<file path="config.mk">
export PLATFORM = sky130hd
export DESIGN_NAME = uart_tx_arbiter
export DESIGN_NICKNAME = d
export VERILOG_FILES = /design/src/rtl/uart_tx_arbiter.sv
export SDC_FILE = /design/constraint.sdc
export NUM_CORES = 1
export LEC_CHECK = 0
export CORE_MARGIN = 1.5
export CORE_UTILIZATION = 35
export DETAILED_ROUTE_END_ITERATION = 12
export MAX_ROUTING_LAYER = met4
export PLACE_DENSITY = 0.68
export SYNTH_ARGS = -nofsm -noshare
export SYNTH_HDL_FRONTEND = slang
export SYNTH_SLANG_ARGS = --single-unit
</file>
<file path="constraint.sdc">
create_clock -name Clk -period 4.57 [get_ports Clk]
set_clock_uncertainty 0.15 [all_clocks]
set_input_delay 1.371 -clock Clk [delete_from_list [all_inputs] [get_ports Clk]]
set_output_delay 1.371 -clock Clk [all_outputs]
set_load 0.005 [all_outputs]
</file>
<file path="src/rtl/uart_tx_arbiter.sv">
// Round-robin arbiter that shares one UART transmitter between NUM_REQ byte sources,
// issuing a start pulse per grant and enforcing a baud-tick idle gap between frames.
module uart_tx_arbiter #(
    parameter int unsigned NUM_REQ   = 4,
    parameter int unsigned DATA_W    = 8,
    parameter int unsigned GAP_TICKS = 2
) (
    input  logic                      Clk,
    input  logic                      reset,
    input  logic [NUM_REQ-1:0]        req_in,
    input  logic [NUM_REQ*DATA_W-1:0] req_data_in,
    output logic [NUM_REQ-1:0]        ack_out,
    output logic [NUM_REQ-1:0]        grant_out,
    input  logic                      baud_tick_in,
    output logic                      tx_start_out,
    output logic [DATA_W-1:0]         tx_data_out,
    input  logic                      tx_done_in,
    output logic                      busy_out
);

    localparam int unsigned PTR_W = $clog2(NUM_REQ);
    localparam int unsigned CNT_W = 4;

    typedef enum logic [1:0] {
        IDLE,
        ISSUE,
        WAIT_DONE,
        GAP
    } state_t;

    state_t              state_q, state_d;
    logic [PTR_W-1:0]    last_q, last_d;
    logic [CNT_W-1:0]    cnt_q, cnt_d;
    logic [NUM_REQ-1:0]  ack_q, ack_d;
    logic [NUM_REQ-1:0]  grant_q, grant_d;
    logic                start_q, start_d;
    logic [DATA_W-1:0]   data_q, data_d;
    logic                busy_q, busy_d;

    logic                win_found;
    logic [PTR_W-1:0]    win_idx;
    logic [NUM_REQ-1:0]  win_oh;

    // Search last+1, last+2, ... modulo NUM_REQ; the first pending request wins.
    always_comb begin
        int unsigned cand;
        win_found = 1'b0;
        win_idx   = '0;
        cand      = 0;
        for (int unsigned k = 1; k <= NUM_REQ; k++) begin
            cand = 32'(last_q) + k;
            if (cand >= NUM_REQ) begin
                cand = cand - NUM_REQ;
            end
            if (!win_found && req_in[PTR_W'(cand)]) begin
                win_found = 1'b1;
                win_idx   = PTR_W'(cand);
            end
        end
        win_oh = NUM_REQ'(1) << win_idx;
    end

    always_comb begin
        state_d = state_q;
        last_d  = last_q;
        cnt_d   = cnt_q;
        ack_d   = '0;
        grant_d = grant_q;
        start_d = 1'b0;
        data_d  = data_q;

        case (state_q)
            IDLE: begin
                if (win_found) begin
                    state_d = ISSUE;
                    last_d  = win_idx;
                    grant_d = win_oh;
                    ack_d   = win_oh;
                    start_d = 1'b1;
                    data_d  = req_data_in[32'(win_idx) * DATA_W +: DATA_W];
                end
            end
            ISSUE: begin
                state_d = WAIT_DONE;
            end
            WAIT_DONE: begin
                // A baud tick coinciding with done is not counted toward the gap.
                if (tx_done_in) begin
                    if (GAP_TICKS == 0) begin
                        state_d = IDLE;
                        grant_d = '0;
                    end else begin
                        state_d = GAP;
                        cnt_d   = CNT_W'(GAP_TICKS);
                    end
                end
            end
            GAP: begin
                if (baud_tick_in) begin
                    if (cnt_q == CNT_W'(1)) begin
                        state_d = IDLE;
                        grant_d = '0;
                        cnt_d   = '0;
                    end else begin
                        cnt_d = cnt_q - CNT_W'(1);
                    end
                end
            end
            default: begin
                state_d = IDLE;
                grant_d = '0;
            end
        endcase

        busy_d = (state_d != IDLE);
    end

    always_ff @(posedge Clk) begin
        if (reset) begin
            state_q <= IDLE;
            last_q  <= PTR_W'(NUM_REQ - 1);
            cnt_q   <= '0;
            ack_q   <= '0;
            grant_q <= '0;
            start_q <= 1'b0;
            data_q  <= '0;
            busy_q  <= 1'b0;
        end else begin
            state_q <= state_d;
            last_q  <= last_d;
            cnt_q   <= cnt_d;
            ack_q   <= ack_d;
            grant_q <= grant_d;
            start_q <= start_d;
            data_q  <= data_d;
            busy_q  <= busy_d;
        end
    end

    assign ack_out      = ack_q;
    assign grant_out    = grant_q;
    assign tx_start_out = start_q;
    assign tx_data_out  = data_q;
    assign busy_out     = busy_q;

endmodule

</file>
==> impl_results.md, run 1 <==
* Number of synthesis warnings at 0
* Layout Cells excl Fill at 249
* CTS Buf Count at 3
* Crit path kind: primary input to flop
* Worst Hold Class: flop to flop
* Vias in the first global route at 1287
* Slew Limit Fails at 0
* Placed cell count at 245
* Max H-tree Level at 1
* Syn nets at between 150 and 200
* I/O pin total at 58
* Register bit count reported by yosys at 26
* Lkg Pwr at slightly below 0.8 nW
* Total track usage at between 10% and 20%
* Gpl congestion at roughly 0.72
* Core area at 3690 um2
* Synth Cell Area at 1350 um2
* Global-route wire length before repair at 5670 um
* Post-CTS Hold Buffers at 0
* Outcome: finished clean
* CP Capture Type: flop
* P per Cell Area at 345 nW/um2
* Vias post-DR at 1280
* Cts repair resizes at 0
* Syn Area/Cell at 9.10 um2
* Port bufs at 57
* Peak VDD IR at between 0.1 and 0.15 mV
* Diode count at 0
* DRT Wirelength at 3480 um
* Largest net degree at the start of global routing at 20
* RSZ-0062 raised after global routing: no
* Clk root buf: clkbuf_8
* Number of setup buffers added after CTS at 0
* CTS tree: built
* Critical path's top delay family: simple AND/OR/NAND/NOR gates
* Clock buffer depth at 2
* CP startpoint kind: primary input
* Vias/cell at slightly above 5
* Initial antenna violation count at 0
* Worst path max stage delay at 660 ps
* Crit path DAT at 3480 ps
* Area growth syn-to-layout at 46.7%
* Gr ovfl total at 0
* Remaining DRCs at 0
* DP HPWL at 2670 um
* Initial core utilization at 36.5%
* Crit path required time at around 4600 ps
* DR pass1 iterations at 4
* Die Width at 65.0 um
* Tmin final at about 3400 ps
* Worst-path fanout max at 13
* Die height at 65.0 um
* DRT iter0 DRCs at 37
* CP bufs+invs at 1
* Final hold vios at 0
* Tcrit/Tclk final at 75.2%
* Routed wire length per instance at 14.0 um
* Final setup viols at 0
* Nets at 244
* Slew @ Worst Pin at 897 ps
* Mapped Cells at 148
* Layout cells sized above 1 at ~6%
* Pwr Total at 0.682 mW
* Die area at about 4200 um2
* Slowest CP cell: and3_1
* Synth cell types at 37
* Clock Sinks at 26
* Clock transition at path regs at 90 ps
* Row count at 22
* Critical path, cell by cell: clkdlybuf4s50_1 -> and2b_4 -> o21bai_4 -> and3_1 -> mux2i_1 -> a211oi_1
* Max-cap violations at 0
* Setup tns final at 0 ps
* Sequential area share after synthesis at 38.7%
* Fmax at 291 MHz
* Clk_lat worst skew at around 270 ps
* Post-DRT Antenna Nets at 0
* Max_slew headroom at 40.1%
## flip-flops by register name, summed over array words and instances (netlist names)
name and flops:
tx_data_out 8, ack_out 4, tx_start_out 1, last_q 2
state_q 2, busy_out 1, grant_out 4, cnt_q 4
## per-layer routing
layer / vias to the layer above / GRT usage [%] / part of all wire, %
li1: 655 / - / -
met1: 564 / 21.4 / 44
met2: 57 / 29.5 / 48
met3: 4 / 3.13 / 6.0
met4: 0 / 8.33 / 1.1
met5: - / - / 0
## where the power goes
group	switching [mW]	internal [mW]
clock	0.0744	0.117
sequential	0.0222	0.257
combinational	0.0943	0.117
total	0.191	0.491
## cells in the mapped netlist
| library cell | number | area, um2 |
|---|---|---|
| nor2b_1 | 1 | 6.26 |
| a211oi_1 | 9 | 67.6 |
| a21boi_1 | 2 | 15.0 |
| o221ai_1 | 1 | 8.76 |
| and2b_4 | 1 | 10.0 |
| buf_12 | 1 | 20.0 |
| inv_1 | 2 | 7.51 |
| nand2b_1 | 3 | 18.8 |
| a21o_2 | 1 | 8.76 |
| a221oi_1 | 7 | 61.3 |
| and3_1 | 9 | 56.3 |
| a221oi_2 | 1 | 15.0 |
| a21oi_1 | 5 | 25.0 |
| clkbuf_1 | 3 | 11.3 |
| nand2_2 | 1 | 6.26 |
| o21bai_1 | 8 | 60.1 |
| or3b_2 | 1 | 8.76 |
| clkbuf_2 | 1 | 5.00 |
| o21ai_0 | 7 | 35.0 |
| clkbuf_8 | 1 | 13.8 |
| o21ai_2 | 1 | 8.76 |
| a211o_1 | 2 | 17.5 |
| nor3_1 | 2 | 10.0 |
| a21boi_0 | 1 | 7.51 |
| nor3b_1 | 2 | 15.0 |
| buf_6 | 2 | 22.5 |
| o21bai_4 | 1 | 18.8 |
| nand3_1 | 1 | 5.00 |
| dfxtp_1 | 26 | 521 |
| nor2_1 | 20 | 75.1 |
| nand3b_1 | 1 | 7.51 |
| or4b_4 | 1 | 13.8 |
| and3b_1 | 1 | 8.76 |
| nand2_1 | 10 | 37.5 |
| ha_1 | 2 | 25.0 |
| nand4_1 | 2 | 12.5 |
| mux2i_1 | 8 | 80.1 |
## tightest hold or removal path, cell delays in order (launching register included)
cell and delay (ps):
dfxtp_1 340, nand2_1 50, o21ai_0 60
## layout by cell type, fill, tap and decap left out, drive strengths merged
cell type / netlist / routed
a211o: 2 / 2
a21boi: 3 / 3
nand4: 2 / 2
or3b: 1 / 1
nor2: 20 / 20
and3b: 1 / 1
or4b: 1 / 1
o21bai: 9 / 9
ha: 2 / 2
nor3b: 2 / 2
a211oi: 9 / 9
and3: 9 / 9
o21ai: 8 / 8
nand2b: 3 / 3
o221ai: 1 / 1
and2b: 1 / 1
inv: 2 / 2
nand3: 1 / 1
clkbuf: 5 / 3
nor2b: 1 / 1
bufinv: 0 / 1
a221oi: 8 / 8
nor3: 2 / 2
a21o: 1 / 1
nand2: 11 / 11
clkdlybuf4s50: 0 / 57
a21oi: 5 / 5
nand3b: 1 / 1
dfxtp: 26 / 26
mux2i: 8 / 8
## through the flow
stage	util (%)	hold WS (ps)	instance area, um2	setup WS [ps]
floorplan	-	299	1350	1710
global placement	51.6	303	1900	961
detailed placement	51.6	315	1900	841
CTS	53.6	336	1980	1130
global route	53.6	354	1980	970
finish	53.6	327	1980	1130
## kinds of logic (layout without fill, tap and decap cells)
kind of cell | after synthesis | count (layout) | synth area share (%)
compound gates | 46 | 46 | 25.9
fa+ha+maj | 2 | 2 | 1.86
buf+inv | 10 | 63 | 5.95
flops | 26 | 26 | 38.7
mux | 8 | 8 | 5.95
simple gates | 56 | 56 | 21.7
## layout make-up
cell class,instances,area [um2]
clock inverters,1,30.0
repair buffers,57,571
multi-input cells,112,746
flip-flops and latches,26,520
inverters,2,7.51
well taps,48,60.1
fillers,375,1710
clock buffers,3,41.3
## final timing paths
| check | start | endpoint | slack, ps | cells past startpoint |
|---|---|---|---|---|
| max reg2reg | last_q[1] | tx_data_out[1] | 2360 | 5 |
| min | grant_out[3] | grant_out[3] | 330 | 2 |
| max | req_in[0] | tx_data_out[1] | 1130 | 6 |
| min reg2reg | grant_out[3] | grant_out[3] | 330 | 2 |
Power figures use the tool's default switching activity.
==> run 2, diff against run 1 <==
--- a/config.mk
+++ b/config.mk
@@ -9,7 +9,7 @@
 export CORE_UTILIZATION = 35
 export DETAILED_ROUTE_END_ITERATION = 12
 export MAX_ROUTING_LAYER = met4
-export PLACE_DENSITY = 0.68
+export PLACE_DENSITY = 0.71
 export SYNTH_ARGS = -nofsm -noshare
 export SYNTH_HDL_FRONTEND = slang
 export SYNTH_SLANG_ARGS = --single-unit
==> constraint.sdc (replaced) <==
create_clock -name Clk -period 3.1 [get_ports Clk]
set_clock_uncertainty 0.15 [all_clocks]
set_input_delay 0.93 -clock Clk [delete_from_list [all_inputs] [get_ports Clk]]
set_output_delay 0.93 -clock Clk [all_outputs]
set_load 0.005 [all_outputs]
==> run 2 against run 1 <==
- sequential power increased by 47%
- cell count is 2.0% higher
- critical path type unchanged
- largest power group unchanged
- die area unchanged
- largest cell class unchanged
- cell area up 2.5%
==> impl_results.md, run 2 (same netlist as run 1, synthesis figures left out) <==
* Outcome: finished clean (unchanged)
* CTS Buf Count at 3 (unchanged)
* R2R cell count at 5 (unchanged)
* Crit path DAT at 2740 ps (was 3480 ps)
* Routed wire length per instance at 14.1 um (was 14.0 um)
* Layout Cells excl Fill at 254 (was 249)
* Vias/cell at 5.34 (was 5.14)
* Worst Hold Class: flop to flop (unchanged)
* Number of setup buffers added after CTS at 0 (unchanged)
* Cts repair resizes at 0 (unchanged)
* Setup tns final at 0 ps (unchanged)
* Max_slew headroom at 58.1% (was 40.1%)
* Row count at 22 (unchanged)
* Vias post-DR at 1357 (was 1280)
* Fmax at approximately 360 MHz
* Peak VDD IR at 0.207 mV (was 0.150 mV)
* Pwr Total at 1.02 mW (was 0.682 mW)
* Initial antenna violation count at 0 (unchanged)
* Post-CTS Hold Buffers at 0 (unchanged)
* Total track usage at 18.2% (was 17.9%)
* Largest net degree at the start of global routing at 16 (was 20)
* Hold Startpoint: grant_out[3] (unchanged)
* Max reg flops at 8 (unchanged)
* Clock Sinks at 26 (unchanged)
* Final setup viols at 0 (unchanged)
* CP Capture Type: flop (unchanged)
* Nets at 249 (was 244)
* Initial core utilization at 36.5% (unchanged)
* DP HPWL at 2750 um (was 2670 um)
* I/O pin total at 58 (unchanged)
* Area of the multi-input gates at 746 um2 (unchanged)
* Slew Limit Fails at 0 (unchanged)
* Commonest non-fill, non-tap cells in the layout: clkdlybuf4s50_1, dfxtp_1, nor2_1 (unchanged)
* Vias in the first global route at 1305 (was 1287)
* Slew @ Worst Pin at 626 ps (was 897 ps)
* DRT Wirelength at 3580 um (was 3480 um)
* Post-DRT Antenna Nets at 0 (unchanged)
* Crit path required time at 3080 ps (was 4610 ps)
* Max-cap violations at 0 (unchanged)
* Crit path from: req_in[0] (unchanged)
* Clk root buf: clkbuf_8 (unchanged)
* Area growth syn-to-layout at 50.5% (was 46.7%)
* Clock transition at path regs at 90 ps (about the same)
* Die Width at 65.0 um (unchanged)
* DRT iter0 DRCs at 48 (was 37)
* RSZ-0062 raised after global routing: no (unchanged)
* Die area at 4230 um2 (unchanged)
* Core area at 3690 um2 (unchanged)
* Tcrit/Tclk final at between 80 and 90%
* Global-route wire length before repair at 5910 um (was 5670 um)
* Clock buffer depth at 2 (unchanged)
* Reg-to-Reg Start: last_q[1] (unchanged)
* Max H-tree Level at 1 (unchanged)
* Gpl congestion at 0.782 (was 0.725)
* Lkg Pwr at 0.801 nW (was 0.773 nW)
* Port bufs at 57 (unchanged)
* Die height at 65.0 um (unchanged)
* Final hold slack at 314 ps (was 327 ps)
* DR pass1 iterations at 4 (unchanged)
* Worst-path fanout max at 9 (was 13)
* Commonest non-fill, non-tap cell in the layout: clkdlybuf4s50_1 (unchanged)
* Placed cell count at 250 (was 245)
* WHS Path Cells at 2 (unchanged)
* Final hold vios at 0 (unchanged)
* Remaining DRCs at 0 (unchanged)
* Clk_lat worst skew at 270 ps (about the same)
* P per Cell Area at 504 nW/um2 (was 345 nW/um2)
* CP startpoint kind: primary input (unchanged)
* Crit path kind: primary input to flop (unchanged)
* Diode count at 0 (unchanged)
* Gr ovfl total at 0 (unchanged)
* Layout cells sized above 1 at 8.25% (was 5.97%)
* Fillers at 336 (was 375)
* Reg area at 520 um2 (unchanged)
* Tmin final at 2760 ps
* CTS tree: built (unchanged)
[run 2: cell count changes in the layout (fill, tap and decap cells not counted), sizes merged]
cell	delta
buf	+5
[run 2: metal layers]
| layer | vias up | track usage, % | share of wire [%] |
|---|---|---|---|
| met5 | - | - | 0 |
| met4 | 0 | 4.69 | 1.1 |
| met3 | 5 | 1.22 | 4.7 |
| met2 | 51 | 32.6 | 53 |
| met1 | 638 | 22.4 | 41 |
| li1 | 663 | - | - |
[run 2: final timing paths]
kind / to / slack [ps]
setup / recovery: tx_data_out[4] / 340
hold / removal: grant_out[3] / 310
setup reg to reg: tx_data_out[4] / 1100
hold reg to reg: grant_out[3] / 310
[run 2: metrics by stage]
| stage | cell area (um2) | setup WS, ps | utilization [%] |
|---|---|---|---|
| after floorplan | 1350 | 681 | - |
| after global placement | 1950 | 120 | 53.0 |
| after detailed placement | 1950 | 69.0 | 53.0 |
| after CTS | 2030 | 330 | 54.9 |
| after global routing | 2030 | 240 | 54.9 |
| final | 2030 | 343 | 54.9 |
[run 2: layout make-up]
| cell class | count | area share [%] |
|---|---|---|
| Clock buffer | 3 | 2.04 |
| Clock inverter | 1 | 1.48 |
| Timing Repair Buffer | 62 | 30.6 |
| Multi-Input combinational cell | 112 | 36.8 |
| Tap cell | 48 | 2.96 |
| Sequential cell | 26 | 25.7 |
| Inverter | 2 | 0.371 |
[run 2: critical path, stage by stage]
cell             delay [ps]
clkdlybuf4s50_1         460
nor2_1                  260
o21ai_2                 110
or4b_4                  610
a221oi_1                270
a211oi_1                 90
[run 2: power breakdown]
| part | switching, mW | internal (mW) |
|---|---|---|
| Combinational | 0.143 | 0.187 |
| Clock | 0.109 | 0.173 |
| Sequential | 0.0309 | 0.378 |
==> RTL edit 1, RTL diff (settings of run 1) <==
Change the parameter `DATA_W` from 8 to 12.
--- a/src/rtl/uart_tx_arbiter.sv
+++ b/src/rtl/uart_tx_arbiter.sv
@@ -2,7 +2,7 @@
 // issuing a start pulse per grant and enforcing a baud-tick idle gap between frames.
 module uart_tx_arbiter #(
     parameter int unsigned NUM_REQ   = 4,
-    parameter int unsigned DATA_W    = 8,
+    parameter int unsigned DATA_W    = 12,
     parameter int unsigned GAP_TICKS = 2
 ) (
     input  logic                      Clk,
Interface: changed (resized req_data_in and tx_data_out); port bits go from 58 to 78. The function was not compared with the original's and may differ.
==> RTL edit 1 against run 1 <==
Design area is 28% higher. Sequential cell count is 4 higher. Total power rose by 21%. Sequential power grew 18%. Setup slack lost 0.092 ns. Wire length increased by 45%. Area after synthesis rose by 27%. Utilization increased by 0.054 points. Critical path type unchanged.
==> RTL edit 1: results (changes against run 1) <==
Top cells by area, synth = dfxtp_1 (35%), a311oi_1 (6.2%), a32oi_1 (6.2%) (was dfxtp_1 (39%), mux2i_1 (5.9%), nor2_1 (5.6%))
# Taps = 67 (was 48)
Worst VDD drop = 0.109 mV (was 0.150 mV)
Critical Path Max Stage Delay = 0.95 ns (was 0.66 ns)
WL final = 5040 um (was 3480 um)
Crit. Startpoint = req_in[1] (was req_in[0])
Pleak = 0.911 nW (was 0.773 nW)
Port bufs = 77 (was 57)
Bufs w/o clock = 79 (was 57)
R2R setup slack = 2.64 ns (was 2.36 ns)
Fin nets = 319 (was 244)
Status = finished clean (unchanged)
Critical R2R Launch = last_q[0] (was last_q[1])
Vias = 1741 (was 1280)
Met2 usage = 31.9% (was 29.5%)
NonClk Buf Share = 31.0% (was 28.9%)
Worst path arrival time = 3.51 ns (was 3.48 ns)
Top post-synthesis cells by count = dfxtp_1 (30), nor2_1 (21), a21oi_1 (17) (was dfxtp_1 (26), nor2_1 (20), nand2_1 (10))
Fmax = 284 MHz (was 291 MHz)
Worst path slowest cell = clkdlybuf4s50_1 (was and3_1)
HPWL Detailed = 3520 um (was 2670 um)
CTS Buf Count = 5 (was 3)
TritonCTS Sinks = 30 (was 26)
Sw frac = 30.8% (was 28.0%)
Clk pin slew, worst setup/hold paths = 0.07 ns (was 0.09 ns)
WHS = 0.325 ns (was 0.327 ns)
Gpl congestion = 0.781 (was 0.725)
Inverters = 4 (was 2)
Met1 WL = 2340 um (was 1550 um)
First-pass GRT wire length = 7960 um (was 5670 um)
Yosys cell types = 49 (was 37)
Reg area = 601 um2 (was 520 um2)
Clock-cell share = 3.61% (about the same)
Synth Net Count = 250 (was 190)
CTS H-tree lvls = 2 (was 1)
Hold Path Depth = 1 (was 2)
Post-Layout Cell Count = 329 (was 249)
Max FFs per register = 12 (was 8)
Multi-input gate count = 141 (was 112)
Hold path start = grant_out[0] (was grant_out[3])
Starting DRT DRC Count = 109 (was 37)
Met1 Use GR = 25.6% (was 21.4%)
Share of layout cells above drive strength 1 = 9.92% (was 5.97%)
Reg2reg path depth = 4 (was 5)
Worst hold endpoint = grant_out[0] (was grant_out[3])
==> RTL edit 1: cell families (layout without fill, tap and decap cells) <==
| group | Yosys count | after routing | share of synthesized area [%] |
|---|---|---|---|
| buf+inv | 21 | 91 | 8.73 |
| xor+xnor | 3 | 3 | 1.54 |
| simple gates | 62 | 62 | 20.2 |
| compound gates | 73 | 73 | 32.2 |
| flops | 30 | 30 | 35.2 |
| fa+ha+maj | 2 | 2 | 1.47 |
| mux | 1 | 1 | 0.660 |
==> RTL edit 1: power by group through the flow <==
| stage | Sequential [mW] | Clock [mW] | Combinational, mW |
|---|---|---|---|
| floorplan | 0.322 | 0 | 0.168 |
| global placement | 0.334 | 0 | 0.274 |
| detailed placement | 0.333 | 0 | 0.276 |
| CTS | 0.328 | 0.225 | 0.277 |
| global route | 0.333 | 0.235 | 0.302 |
| finish | 0.328 | 0.220 | 0.276 |
==> RTL edit 2, RTL diff (settings of run 1) <==
Without the edit above. `data_q` no longer has a reset.
--- a/src/rtl/uart_tx_arbiter.sv
+++ b/src/rtl/uart_tx_arbiter.sv
@@ -123,7 +123,6 @@
             ack_q   <= '0;
             grant_q <= '0;
             start_q <= 1'b0;
-            data_q  <= '0;
             busy_q  <= 1'b0;
         end else begin
             state_q <= state_d;
@@ -132,9 +131,12 @@
             ack_q   <= ack_d;
             grant_q <= grant_d;
             start_q <= start_d;
-            data_q  <= data_d;
             busy_q  <= busy_d;
         end
+    end
+
+    always_ff @(posedge Clk) begin
+        data_q <= data_d;
     end
 
     assign ack_out      = ack_q;
Formal check against the unedited RTL: not equivalent (a bounded check fails within 4 cycles, from zero or initial values and one cycle with reset high).
==> RTL edit 2 against run 1 <==
Hold slack is essentially flat. Synthesized cell count is the same. Total power grew 4.0%. Register-to-register slack gained 0.19 ns. Area after synthesis grew 9.4%. Wire length grew 4.1%. Setup slack gained 0.0012 ns. Design area grew 6.3%. Sequential cell count is the same. Highest routed layer is now met3.
==> RTL edit 2: results (changes against run 1) <==
Inverters = 6 (was 2)
Critical path peak fanout = 16 (was 13)
Via/cell ratio = 5.18 (was 5.14)
Share of layout cells above drive strength 1 = 9.05% (was 5.97%)
HPWL Detailed = 2840 um (was 2670 um)
Fraction of area in multi-input gates = 36.5% (was 37.7%)
Top cells by area, synth = dfxtp_1 (24%), mux2i_1 (16%), edfxtp_1 (16%) (was dfxtp_1 (39%), mux2i_1 (5.9%), nor2_1 (5.6%))
EDFF count, synth = 8 (was 0)
WHS = 0.327 ns (about the same)
Setup crit end = tx_data_out[0] (was tx_data_out[1])
Post-layout util = 52.1% (was 53.6%)
Top sig layer = met3 (was met4)
Met3 routed WL = 54 um (was 209 um)
Clock-cell share = 3.39% (was 3.61%)
R2R setup slack = 2.55 ns (was 2.36 ns)
Sequential share of cell area = 28.6% (was 26.3%)
Fin nets = 242 (was 244)
Top post-synthesis cells by count = mux2i_1 (24), dfxtp_1 (18), nor2_1 (13) (was dfxtp_1 (26), nor2_1 (20), nand2_1 (10))
Overall routing resource usage = 16.9% (was 17.9%)
Worst hold endpoint = grant_out[1] (was grant_out[3])
Status = finished clean (unchanged)
Worst path arrival time = 3.31 ns (was 3.48 ns)
Yosys cell types = 45 (was 37)
Worst-margin pin slew = 0.718 ns (was 0.897 ns)
Met2 wire len = 2000 um (was 1690 um)
Placed Instance Area = 0.00203 mm2 (was 0.00190 mm2)
==> RTL edit 2: worst max-delay path: cells and delay by family <==
family,cells,cell delay (ns)
buffers and inverters,1,0.66
and+or+nand+nor,1,0.22
muxes,2,0.40
AOI/OAI and AO/OA,2,0.65
==> RTL edit 2: cell families (layout without fill, tap and decap cells) <==
group / after synthesis / count (layout) / share of synthesized area, %
multiplexers: 24 / 24 / 16.3
AO/OA/AOI/OAI: 34 / 34 / 17.2
AND/OR/NAND/NOR: 45 / 45 / 16.4
buffers and inverters: 17 / 68 / 7.65
flip-flops: 26 / 26 / 40.8
adder cells (fa/ha/maj): 2 / 2 / 1.70
==> RTL edit 2: layer usage <==
metal  vias to the layer above  GRT usage (%)
li1                        643              -
met5                         -              -
met2                        13           31.0
met4                         0           3.00
met3                         0          0.987
met1                       634           20.7
==> RTL edit 2: power breakdown <==
part,switching [mW],internal [mW]
registers,0.0202,0.275
logic,0.0982,0.127
clock network,0.0722,0.117
